$ cat src/rtl/c499_key_seq_ctrl.sv
// Sequencing controller for the key-locked c499 core: serial key provisioning,
// operand issue over valid/ready, settle-timed capture and result return.
module c499_key_seq_ctrl #(
    parameter int DIN_W  = 41,
    parameter int DOUT_W = 32,
    parameter int KEY_W  = 32,
    parameter int SETTLE = 2
) (
    input  logic              clk,
    input  logic              rst,
    input  logic              key_sin,
    input  logic              key_sen,
    input  logic              key_commit,
    input  logic              key_clear,
    input  logic              in_valid,
    output logic              in_ready,
    input  logic [DIN_W-1:0]  in_data,
    output logic              out_valid,
    input  logic              out_ready,
    output logic [DOUT_W-1:0] out_data,
    output logic [DIN_W-1:0]  core_in,
    output logic [KEY_W-1:0]  core_key,
    input  logic [DOUT_W-1:0] core_out,
    output logic              key_loaded,
    output logic              key_err,
    output logic              busy,
    output logic [15:0]       txn_count
);

    localparam int BITCNT_W = $clog2(KEY_W + 1);
    localparam logic [BITCNT_W-1:0] KEY_FULL = BITCNT_W'(KEY_W);
    localparam logic [3:0] SETTLE_CNT = 4'(SETTLE);

    typedef enum logic [1:0] {
        IDLE = 2'd0,
        WAIT = 2'd1,
        HOLD = 2'd2
    } stateType;

    stateType            state, stateNext;
    logic [KEY_W-1:0]    shadow, shadowNext;
    logic [BITCNT_W-1:0] bitCnt, bitCntNext;
    logic [3:0]          settleCnt, settleCntNext;
    logic [DIN_W-1:0]    coreIn, coreInNext;
    logic [KEY_W-1:0]    coreKey, coreKeyNext;
    logic [DOUT_W-1:0]   outData, outDataNext;
    logic                outValid, outValidNext;
    logic                keyLoaded, keyLoadedNext;
    logic                keyErr, keyErrNext;
    logic [15:0]         txnCount, txnCountNext;
    logic                inReady;
    logic                commitOk;

    assign inReady  = (state == IDLE) && keyLoaded;
    assign commitOk = (bitCnt == KEY_FULL) && (state == IDLE);

    assign in_ready   = inReady;
    assign out_valid  = outValid;
    assign out_data   = outData;
    assign core_in    = coreIn;
    assign core_key   = coreKey;
    assign key_loaded = keyLoaded;
    assign key_err    = keyErr;
    assign busy       = (state == WAIT) || (state == HOLD);
    assign txn_count  = txnCount;

    always_ff @(posedge clk or posedge rst) begin
        if (rst) begin
            state     <= IDLE;
            shadow    <= '0;
            bitCnt    <= '0;
            settleCnt <= '0;
            coreIn    <= '0;
            coreKey   <= '0;
            outData   <= '0;
            outValid  <= 1'b0;
            keyLoaded <= 1'b0;
            keyErr    <= 1'b0;
            txnCount  <= '0;
        end else begin
            state     <= stateNext;
            shadow    <= shadowNext;
            bitCnt    <= bitCntNext;
            settleCnt <= settleCntNext;
            coreIn    <= coreInNext;
            coreKey   <= coreKeyNext;
            outData   <= outDataNext;
            outValid  <= outValidNext;
            keyLoaded <= keyLoadedNext;
            keyErr    <= keyErrNext;
            txnCount  <= txnCountNext;
        end
    end

    always_comb begin
        stateNext     = state;
        shadowNext    = shadow;
        bitCntNext    = bitCnt;
        settleCntNext = settleCnt;
        coreInNext    = coreIn;
        coreKeyNext   = coreKey;
        outDataNext   = outData;
        outValidNext  = outValid;
        keyLoadedNext = keyLoaded;
        keyErrNext    = keyErr;
        txnCountNext  = txnCount;

        if (key_clear) begin
            // Zeroise everything key-related and abort any transaction in flight.
            stateNext     = IDLE;
            shadowNext    = '0;
            bitCntNext    = '0;
            settleCntNext = '0;
            coreInNext    = '0;
            coreKeyNext   = '0;
            outValidNext  = 1'b0;
            keyLoadedNext = 1'b0;
            keyErrNext    = 1'b0;
        end else begin
            // A commit owns the cycle: a simultaneous shift bit is dropped.
            if (key_commit) begin
                if (commitOk) begin
                    coreKeyNext   = shadow;
                    keyLoadedNext = 1'b1;
                    bitCntNext    = '0;
                end else begin
                    keyErrNext = 1'b1;
                end
            end else if (key_sen) begin
                shadowNext = {shadow[KEY_W-2:0], key_sin};
                if (bitCnt != KEY_FULL) begin
                    bitCntNext = bitCnt + 1'b1;
                end
            end

            case (state)
                IDLE: begin
                    if (in_valid && inReady) begin
                        coreInNext    = in_data;
                        settleCntNext = SETTLE_CNT;
                        stateNext     = WAIT;
                    end
                end
                WAIT: begin
                    settleCntNext = settleCnt - 4'd1;
                    if (settleCnt == 4'd1) begin
                        outDataNext  = core_out;
                        outValidNext = 1'b1;
                        stateNext    = HOLD;
                    end
                end
                HOLD: begin
                    if (out_ready) begin
                        outValidNext = 1'b0;
                        txnCountNext = txnCount + 16'd1;
                        stateNext    = IDLE;
                    end
                end
                default: stateNext = IDLE;
            endcase
        end
    end

endmodule

$ cat config.mk
export PLATFORM = sky130hd
export DESIGN_NAME = c499_key_seq_ctrl
export DESIGN_NICKNAME = d
export VERILOG_FILES = /design/src/rtl/c499_key_seq_ctrl.sv
export SDC_FILE = /design/constraint.sdc
export NUM_CORES = 1
export LEC_CHECK = 0
export BUFFER_PORTS_ARGS = -buffer_cell sky130_fd_sc_hd__buf_2
export CAP_MARGIN = 20
export CELL_PAD_IN_SITES_DETAIL_PLACEMENT = 1
export CELL_PAD_IN_SITES_GLOBAL_PLACEMENT = 1
export CORE_MARGIN = 3
export CORE_UTILIZATION = 41
export CTS_BUF_LIST = sky130_fd_sc_hd__clkbuf_4
export CTS_CLUSTER_SIZE = 12
export DETAILED_ROUTE_END_ITERATION = 7
export PLACE_DENSITY_LB_ADDON = 0.05
export SYNTH_ARGS = -nofsm -noshare
export SYNTH_HDL_FRONTEND = slang
export SYNTH_SLANG_ARGS = --single-unit
$ cat constraint.sdc
create_clock -name clk -period 6.7 [get_ports clk]
set_input_delay 1.005 -clock clk [delete_from_list [all_inputs] [get_ports clk]]
set_output_delay 1.005 -clock clk [all_outputs]
set_load 0.05 [all_outputs]
# Yosys cells after proc, flatten, opt, wreduce, memory -nomap -nowiden
# Cells that the tools add are included.
dict set report op_classes {
  bitwise_logic 1
  muxes 32
  n_eq_ne 11
  add_sub_neg 3
  n_reduce_logical 24
}
# op count
set ops {}
lappend ops {{32-bit two-way mux} 6}
lappend ops {{41-bit two-way mux} 3}
lappend ops {{6-bit two-way mux} 5}
lappend ops {{16-bit by 1-bit adder with 16-bit output, second input constant} 1}
lappend ops {{3-bit AND reduction} 5}
lappend ops {{3-bit nonzero test} 4}
lappend ops {{2-bit AND reduction} 5}
lappend ops {{2-bit nonzero test} 5}
lappend ops {{1-bit two-way mux} 9}
lappend ops {{2-bit two-way mux} 4}
lappend ops {{4-bit two-way mux} 2}
lappend ops {{4-bit one-hot mux with 2 select lines} 1}
lappend ops {{6-bit by 1-bit adder with 6-bit output, second input constant} 1}
lappend ops {{6-bit == test, second input constant} 1}
lappend ops {{3-bit by 2-bit != test with 1-bit output, second input constant} 2}
lappend ops {{6-bit != test, second input constant} 1}
lappend ops {{2-bit one-hot mux with 3 select lines} 1}
lappend ops {{4-bit by 1-bit == test with 1-bit output, second input constant} 1}
lappend ops {{4-bit by 1-bit subtractor with 4-bit output, second input constant} 1}
lappend ops {{1-bit logical AND} 3}
lappend ops {{3-bit by 1-bit != test with 1-bit output, second input constant} 1}
lappend ops {{3-bit != test, second input constant} 1}
lappend ops {{2-bit by 1-bit == test with 1-bit output, second input constant} 1}
lappend ops {{2-bit == test, second input constant} 1}
lappend ops {{other kinds (6)} 6}
dict set report word_totals {
  reg_bits 168
  output_inout_bits 126
  word_cells 82
}

# Longest topological paths before layout
# Gate-level depths: netlist of run 1.
dict set report depth {
  word_depth 6
  ltp_mapped 7
  depth_no_buf 6
}

# Least setup slack after synthesis of run 1
# No wires, ideal clock.
dict set report synth_path {
  path_type {in2reg}
  start {input port key_clear}
  end {register txnCount[14] (netlist: txn_count[14])}
  path_slack_ns 4.407
  n_path_buf 1
  required_ns 6.559
  arrival_ns 2.152
  setup_time_ns 0.141
  cell_stages 5
  cell_sequence {clkbuf_1 > nand3b_1 > nor4_1 > nand3_1 > xnor2_1}
}
dict set report synth_via {
  elab_chain_cells 2
}
# item line
set synth_rtl {}
lappend synth_rtl {{from (decl)} 14} ;# input logic key_clear,
lappend synth_rtl {{1-bit inverter (no line)} n/a}
lappend synth_rtl {{3-bit AND reduction (no line)} n/a}
lappend synth_rtl {{to (signal assigned)} 91} ;# txnCount <= txnCountNext;
lappend synth_rtl {{to (decl)} 50} ;# logic [15:0] txnCount, txnCountNext;
# Every way passes these cells.
# A chain may end at the register's enable or synchronous reset.

# Worst setup path after layout of run 1
dict set report layout_path {
  start {register state[0]}
  end {output port in_ready}
}
dict set report layout_via {
  elab_chain_cells 2
}
# item line
set layout_rtl {}
lappend layout_rtl {{from (decl)} 40} ;# stateType state, stateNext;
lappend layout_rtl {{from (signal assigned)} 81} ;# state <= stateNext;
lappend layout_rtl {{2-bit zero test} 54} ;# assign inReady = (state == IDLE) && keyLoaded;
lappend layout_rtl {{1-bit logical AND} 54}
lappend layout_rtl {{to (decl)} 16} ;# output logic in_ready,
# Every way passes these cells.

==> impl_metrics.csv, run 1 <==
group,metric,value,unit
detailed_routing,first_pass_iters,6,
clocking,htreeDepth,4,
power_and_ir_drop,peakVddDrop,0.09440,mV
power_and_ir_drop,clkPwrFrac,29.6,%
clocking,clkSinkCount,168,
final_layout,mostFrequentLayoutCells,"buf_2, dfrtp_1, nand2_1",
logic_synthesis,synthTopCellsByArea,"dfrtp_1, nand2_1, mux2_4, a21oi_1, a22o_1",
setup_path,critPathRequiredTime,5690,ps
logic_synthesis,yosysTopAreaCellShare,60.68,%
logic_synthesis,syn-num-nets,712,
placed_design,dp.cells,1015,
detailed_routing,ant_nets,0,
floorplan,die_x,136.0,µm
power_and_ir_drop,p_int,1.306,mW
clocking,postCtsSetupBuffers,0,
sta,rsz0062_at_grt,"false",
final_layout,fillers,1858,
global_routing,grt_use_total,20.16,%
final_layout,area_delta_synth_final,21.04,%
final_layout,instances_no_fill,1048,
flow_run,drv_cap,0,
logic_synthesis,yosys.area.top_type,"dfrtp_1",
final_layout,final_common_cell,"buf_2",
logic_synthesis,synth-edff-count,0,
detailed_routing,wire_per_inst,17.83,µm
detailed_routing,drt_iter0_drc,244,
setup_path,endpoint_kind,"primary output",
global_routing,grt_pass1_vias,5690,
power_and_ir_drop,pwr-share-seq,57.6,%
logic_synthesis,yosys_warnings,0,
setup_path,cp_max_fo,6,
logic_synthesis,ys.flop_type,"dfrtp_1",
sta,slew_headroom,32.35,%
final_layout,antenna_cells,0,
logic_synthesis,async_reset_ff_share,100.0,%
final_layout,drive_gt1_share,34.13,%
sta,tightestPinTransition,1015,ps
placed_design,port_buffers,206,
sta,fin_crit,2904,ps
power_and_ir_drop,pwr-share-comb,12.8,%
clocking,numCtsBuffers,17,
global_routing,grt_pass1_wl,29570,µm
sta,fin_crit_sh,43.35,%
sta,slew_violations,0,
logic_synthesis,synthesis.area,0.006928,mm²
floorplan,core,0.01623,mm²
logic_synthesis,ys_seq_area_share,60.68,%
setup_path,critPathArrivalTime,1900,ps
final_layout,num-nets-final,909,
global_routing,grt.overflow.total,0,
hold_path,hold_class,"flop to flop",
floorplan,num_io_pins,207,
detailed_routing,drc,0,
setup_path,cp-start-kind,"flop",
logic_synthesis,ys_ff_latch,168,
floorplan,design.die.area,0.01849,mm²
clocking,cts_root_buffer,"clkbuf_4",
placed_design,gp_congestion,0.7725,
logic_synthesis,syn_inst,622,
clocking,cts_resized,0,
sta,finClkSkew,14.79,ps
global_routing,antenna_found_initial,0,
power_and_ir_drop,total_leakage_power,4.398,nW
status,status,"finished clean",
power_and_ir_drop,switchingPower,0.5162,mW
detailed_routing,dr_total_vias,5345,
clocking,tritoncts,"yes",
final_layout,final_area,0.008386,mm²
sta,setup_viol,0,
clocking,clk_pin_slew_worst_paths,130,ps
clocking,clk_latency,550,ps
sta,hold_ws,490.0,ps
clocking,postCtsHoldBufs,0,
global_routing,grt_max_degree,116,
floorplan,die_y,136.0,µm
sta,hold_violations,0,
floorplan,rows,46,
power_and_ir_drop,powerDensity,217.3,mW/mm²
logic_synthesis,syn_avg_cell_area,11.14,µm²
placed_design,dpl_cell_area,0.008113,mm²
clocking,clock_path_buffers,2,
sta,fin_tns_setup,0,ps
floorplan,start_util,42.68,%
sta,max_clock_freq,344.3,MHz
setup_path,crit_type,"flop to primary output",
power_and_ir_drop,sw_frac_of_total,28.33,%
placed_design,hpwl,12750,µm
logic_synthesis,synth_cell_types,43,
detailed_routing,vias_per_cell,5.100,
detailed_routing,wl,18690,µm
==> cells in the mapped netlist (2+ instances only) <==
cell type and number:
nor3b_1 2, nand2b_1 3, and3_1 5, mux2i_1 4
and4_1 2, buf_2 3, nand2_1 159, inv_1 15
ha_1 9, mux2_4 30, or3_1 5, nor2_1 11
and2_1 2, nor2b_1 3, nor3_1 3, xnor2_1 8
xor2_1 8, a22o_1 32, buf_12 3, a31oi_1 2
nand4_1 2, o21ai_0 7, a21oi_1 80, clkbuf_1 29
mux2_2 2, dfrtp_1 168, nand3_1 9
==> metal layers <==
layer  up-vias  global-route usage (%)  share of wire [%]  routed length (µm)
met3        25                   3.812                4.9                 911
met1      2683                   25.97                 42                7889
met2       148                   34.49                 51                9557
met5         -                       0                  0                   0
li1       2489                       -                  -                   -
met4         0                   6.495                1.8                 333
==> flip-flops by register name, indices dropped and copies added (netlist names) <==
| register | flops |
|---|---|
| core_in | 41 |
| state | 2 |
| bitCnt | 6 |
| core_key | 32 |
| key_err | 1 |
| txn_count | 16 |
| out_valid | 1 |
| shadow | 32 |
| out_data | 32 |
| key_loaded | 1 |
| settleCnt | 4 |
==> final cells by class <==
class	instances	area [µm²]	area share [%]
Sequential cell	168	4204	50.13
Multi-Input combinational cell	402	2486	29.65
Timing Repair Buffer	215	1119	13.34
Tap cell	216	270.3	3.223
Clock buffer	22	165.2	1.970
Clock inverter	10	80.08	0.9549
Inverter	15	61.31	0.7311
==> critical path: stages (launching register included) <==
cell and delay, ps:
dfrtp_1 420, inv_1 110, ha_1 330, and2_1 200, buf_2 280
==> worst paths after layout <==
kind	from	to	slack [ps]	cells past startpoint
min in group asynchronous	rst	out_data[24]$_DFFE_PP0P_	500	2
setup reg to reg	settleCnt[1]$_DFFE_PP0P_	out_data[19]$_DFFE_PP0P_	4220	5
hold / removal	txn_count[15]$_DFFE_PP0P_	txn_count[15]$_DFFE_PP0P_	490	1
hold reg to reg	txn_count[15]$_DFFE_PP0P_	txn_count[15]$_DFFE_PP0P_	490	1
max in group asynchronous	rst	key_loaded$_DFFE_PP0P_	4770	4
setup / recovery	state[0]$_DFFE_PP0P_	in_ready	3800	4
==> through the flow <==
step	util, %	power (mW)	setup slack [ps]
after floorplan	-	1.222	1148
after global placement	49.98	1.293	3841
after detailed placement	49.98	1.303	3809
after CTS	51.50	1.849	3711
after global routing	51.67	1.923	3636
final	51.67	1.823	3796
==> cells by family after synthesis <==
group / count (synthesis) / share of synthesized area (%)
AND/OR/NAND/NOR: 212 / 13.11
flip-flops: 168 / 60.68
AO/OA/AOI/OAI: 129 / 11.47
buffers and inverters: 52 / 3.684
multiplexers: 36 / 7.405
XOR/XNOR: 16 / 2.023
adder cells (fa/ha/maj): 9 / 1.625
==> power groups by stage <==
stage	registers [mW]	clock network, mW	logic [mW]
6_report	1.05	0.540	0.233
5_1_grt	1.05	0.615	0.254
4_1_cts	1.05	0.564	0.236
3_5_place_dp	1.07	0	0.234
3_3_place_gp	1.07	0	0.227
2_1_floorplan	1.12	0	0.101
Power figures use the tool's default switching activity.
==> inputs of run 2 (changes only) <==
CORE_UTILIZATION = 37   (was 41)
clock period = 2.4 ns   (was 6.7 ns; I/O delays follow)
==> impl_metrics.csv, run 2 (same netlist as run 1, synthesis figures left out) <==
group,metric,value,unit
sta,max_clock_freq,450.3,MHz
setup_path,endpoint_kind,"primary output",
setup_path,r2r-end,"out_data[29]$_DFFE_PP0P_",
detailed_routing,drc,0,
setup_path,reg2reg_slack,270,ps
setup_path,cp.depth,4,
clocking,tritoncts,"yes",
sta,setup_viol,0,
detailed_routing,dr_total_vias,5716,
floorplan,die_y,142.8,µm
placed_design,port_buffers,206,
global_routing,grt_max_degree,57,
setup_path,reg2reg_from,"settleCnt[1]$_DFFE_PP0P_",
sta,hold_ws,75.29,ps
final_layout,final_area,0.009315,mm²
setup_path,cp_max_fo,6,
setup_path,cpPeakStageDelay,420,ps
detailed_routing,drt_iter0_drc,168,
floorplan,rows,49,
floorplan,num_io_pins,207,
final_layout,instances_no_fill,1145,
clocking,clkSinkCount,168,
setup_path,cp-start-kind,"flop",
global_routing,grt_pass1_vias,6292,
setup_path,critPathBufInv,2,
placed_design,dp.cells,1036,
detailed_routing,first_pass_iters,6,
sta,fin_crit_sh,92.52,%
detailed_routing,wl,19880,µm
sta,slew_violations,0,
placed_design,gp_congestion,0.7772,
global_routing,grt_use_total,19.85,%
detailed_routing,ant_nets,0,
setup_path,critPathRequiredTime,2040,ps
flow_run,drv_cap,0,
setup_path,critPathArrivalTime,1860,ps
power_and_ir_drop,peakVddDrop,0.2932,mV
floorplan,start_util,38.18,%
floorplan,die_x,142.8,µm
detailed_routing,vias_per_cell,4.992,
global_routing,antenna_found_initial,1,
status,status,"finished clean",
global_routing,grt_pass1_wl,32510,µm
sta,finClkSkew,11.66,ps
setup_path,cp_slowest_cell,"dfrtp_1",
sta,hold_violations,0,
setup_path,rr_worst_depth,6,
clocking,numCtsBuffers,17,
sta,tightestPinTransition,602.6,ps
final_layout,area_delta_synth_final,34.46,%
setup_path,path_cells,"inv_1 > ha_1 > and2_1 > buf_2",
setup_path,cpLargestDelayFamily,"flip-flops",
clocking,clk_latency,560,ps
clocking,clock_path_buffers,2,
sta,fin_crit,2221,ps
clocking,clk_pin_slew_worst_paths,130,ps
final_layout,drive_gt1_share,32.06,%
power_and_ir_drop,powerDensity,588.0,mW/mm²
placed_design,dpl_cell_area,0.008253,mm²
final_layout,largest_reg_flops,41,
clocking,htreeDepth,4,
sta,fin_tns_setup,0,ps
final_layout,final_common_cell,"buf_2",
detailed_routing,wire_per_inst,17.37,µm
floorplan,core,0.01815,mm²
sta,slew_headroom,59.74,%
clocking,postCtsSetupBuffers,0,
clocking,cts_root_buffer,"clkbuf_4",
global_routing,grt.overflow.total,0,
final_layout,mostFrequentLayoutCells,"buf_2, dfrtp_1, nand2_1",
setup_path,crit_type,"flop to primary output",
floorplan,design.die.area,0.02040,mm²
final_layout,num-nets-final,991,
power_and_ir_drop,total_leakage_power,4.782,nW
hold_path,hold_class,"input port to flop",
setup_path,crit_end,"in_ready",
sta,rsz0062_at_grt,"false",
setup_path,worstSetupStartpoint,"state[0]$_DFFE_PP0P_",
placed_design,hpwl,12820,µm
[run 2: cell types whose count changed in the layout (fill, tap and decap cells not counted), sizes merged]
cell,delta
clkinvlp,+1
bufinv,+2
buf,+7
clkinv,-2
diode,+2
dlygate4sd3,+75
clkbuf,-1
[run 2: worst min path at each step]
stage	slack (ps)	from	depth (start not counted)	end
after floorplan	470	shadow[31]$_DFFE_PP0P_	1	core_key[31]$_DFFE_PP0P_
after global placement	330	rst	2	core_in[1]$_DFFE_PP0P_
after detailed placement	330	rst	2	core_in[1]$_DFFE_PP0P_
after CTS	5	core_out[16]	2	out_data[16]$_DFFE_PP0P_
after global routing	40	key_clear	2	bitCnt[4]$_DFFE_PP0P_
final	80	key_clear	2	bitCnt[4]$_DFFE_PP0P_
[run 2: timing repair]
item                                    CTS  global route
hold endpoints to repair                122             1
endpoints found under the setup margin    0             0
hold buffers                             74             1
resized for setup                         0             0
[run 2: layout make-up]
class | count | area, µm²
diodes | 2 | 5.005
clock buffers | 21 | 157.7
clock inverters | 11 | 148.9
fillers | 2031 | 8832
inverters | 15 | 60.06
multi-input cells | 402 | 2486
flip-flops and latches | 168 | 4204
well taps | 229 | 286.5
repair buffers | 297 | 1967
[run 2: metrics by stage]
stage / power [mW] / utilization (%) / setup WS [ps]
after floorplan: 3.413 / - / -100.7
final: 5.478 / 51.33 / 179.5
after CTS: 5.562 / 51.25 / 93.39
after detailed placement: 3.657 / 45.48 / 288.9
after global routing: 5.744 / 51.32 / 12.54
after global placement: 3.633 / 45.48 / 335.7
[run 2: routing by layer]
layer  track usage [%]  part of all wire (%)
met5                 0                     0
met4             6.003                   1.1
met3             4.889                   4.8
met1             23.89                    43
met2             35.16                    51
[run 2: where the power goes]
part | internal [mW] | leakage, nW | switching, mW | total, mW
sequential | 2.89 | 2.30 | 0.0454 | 2.93
clock | 0.771 | 0.160 | 1.01 | 1.78
combinational | 0.295 | 2.32 | 0.470 | 0.766
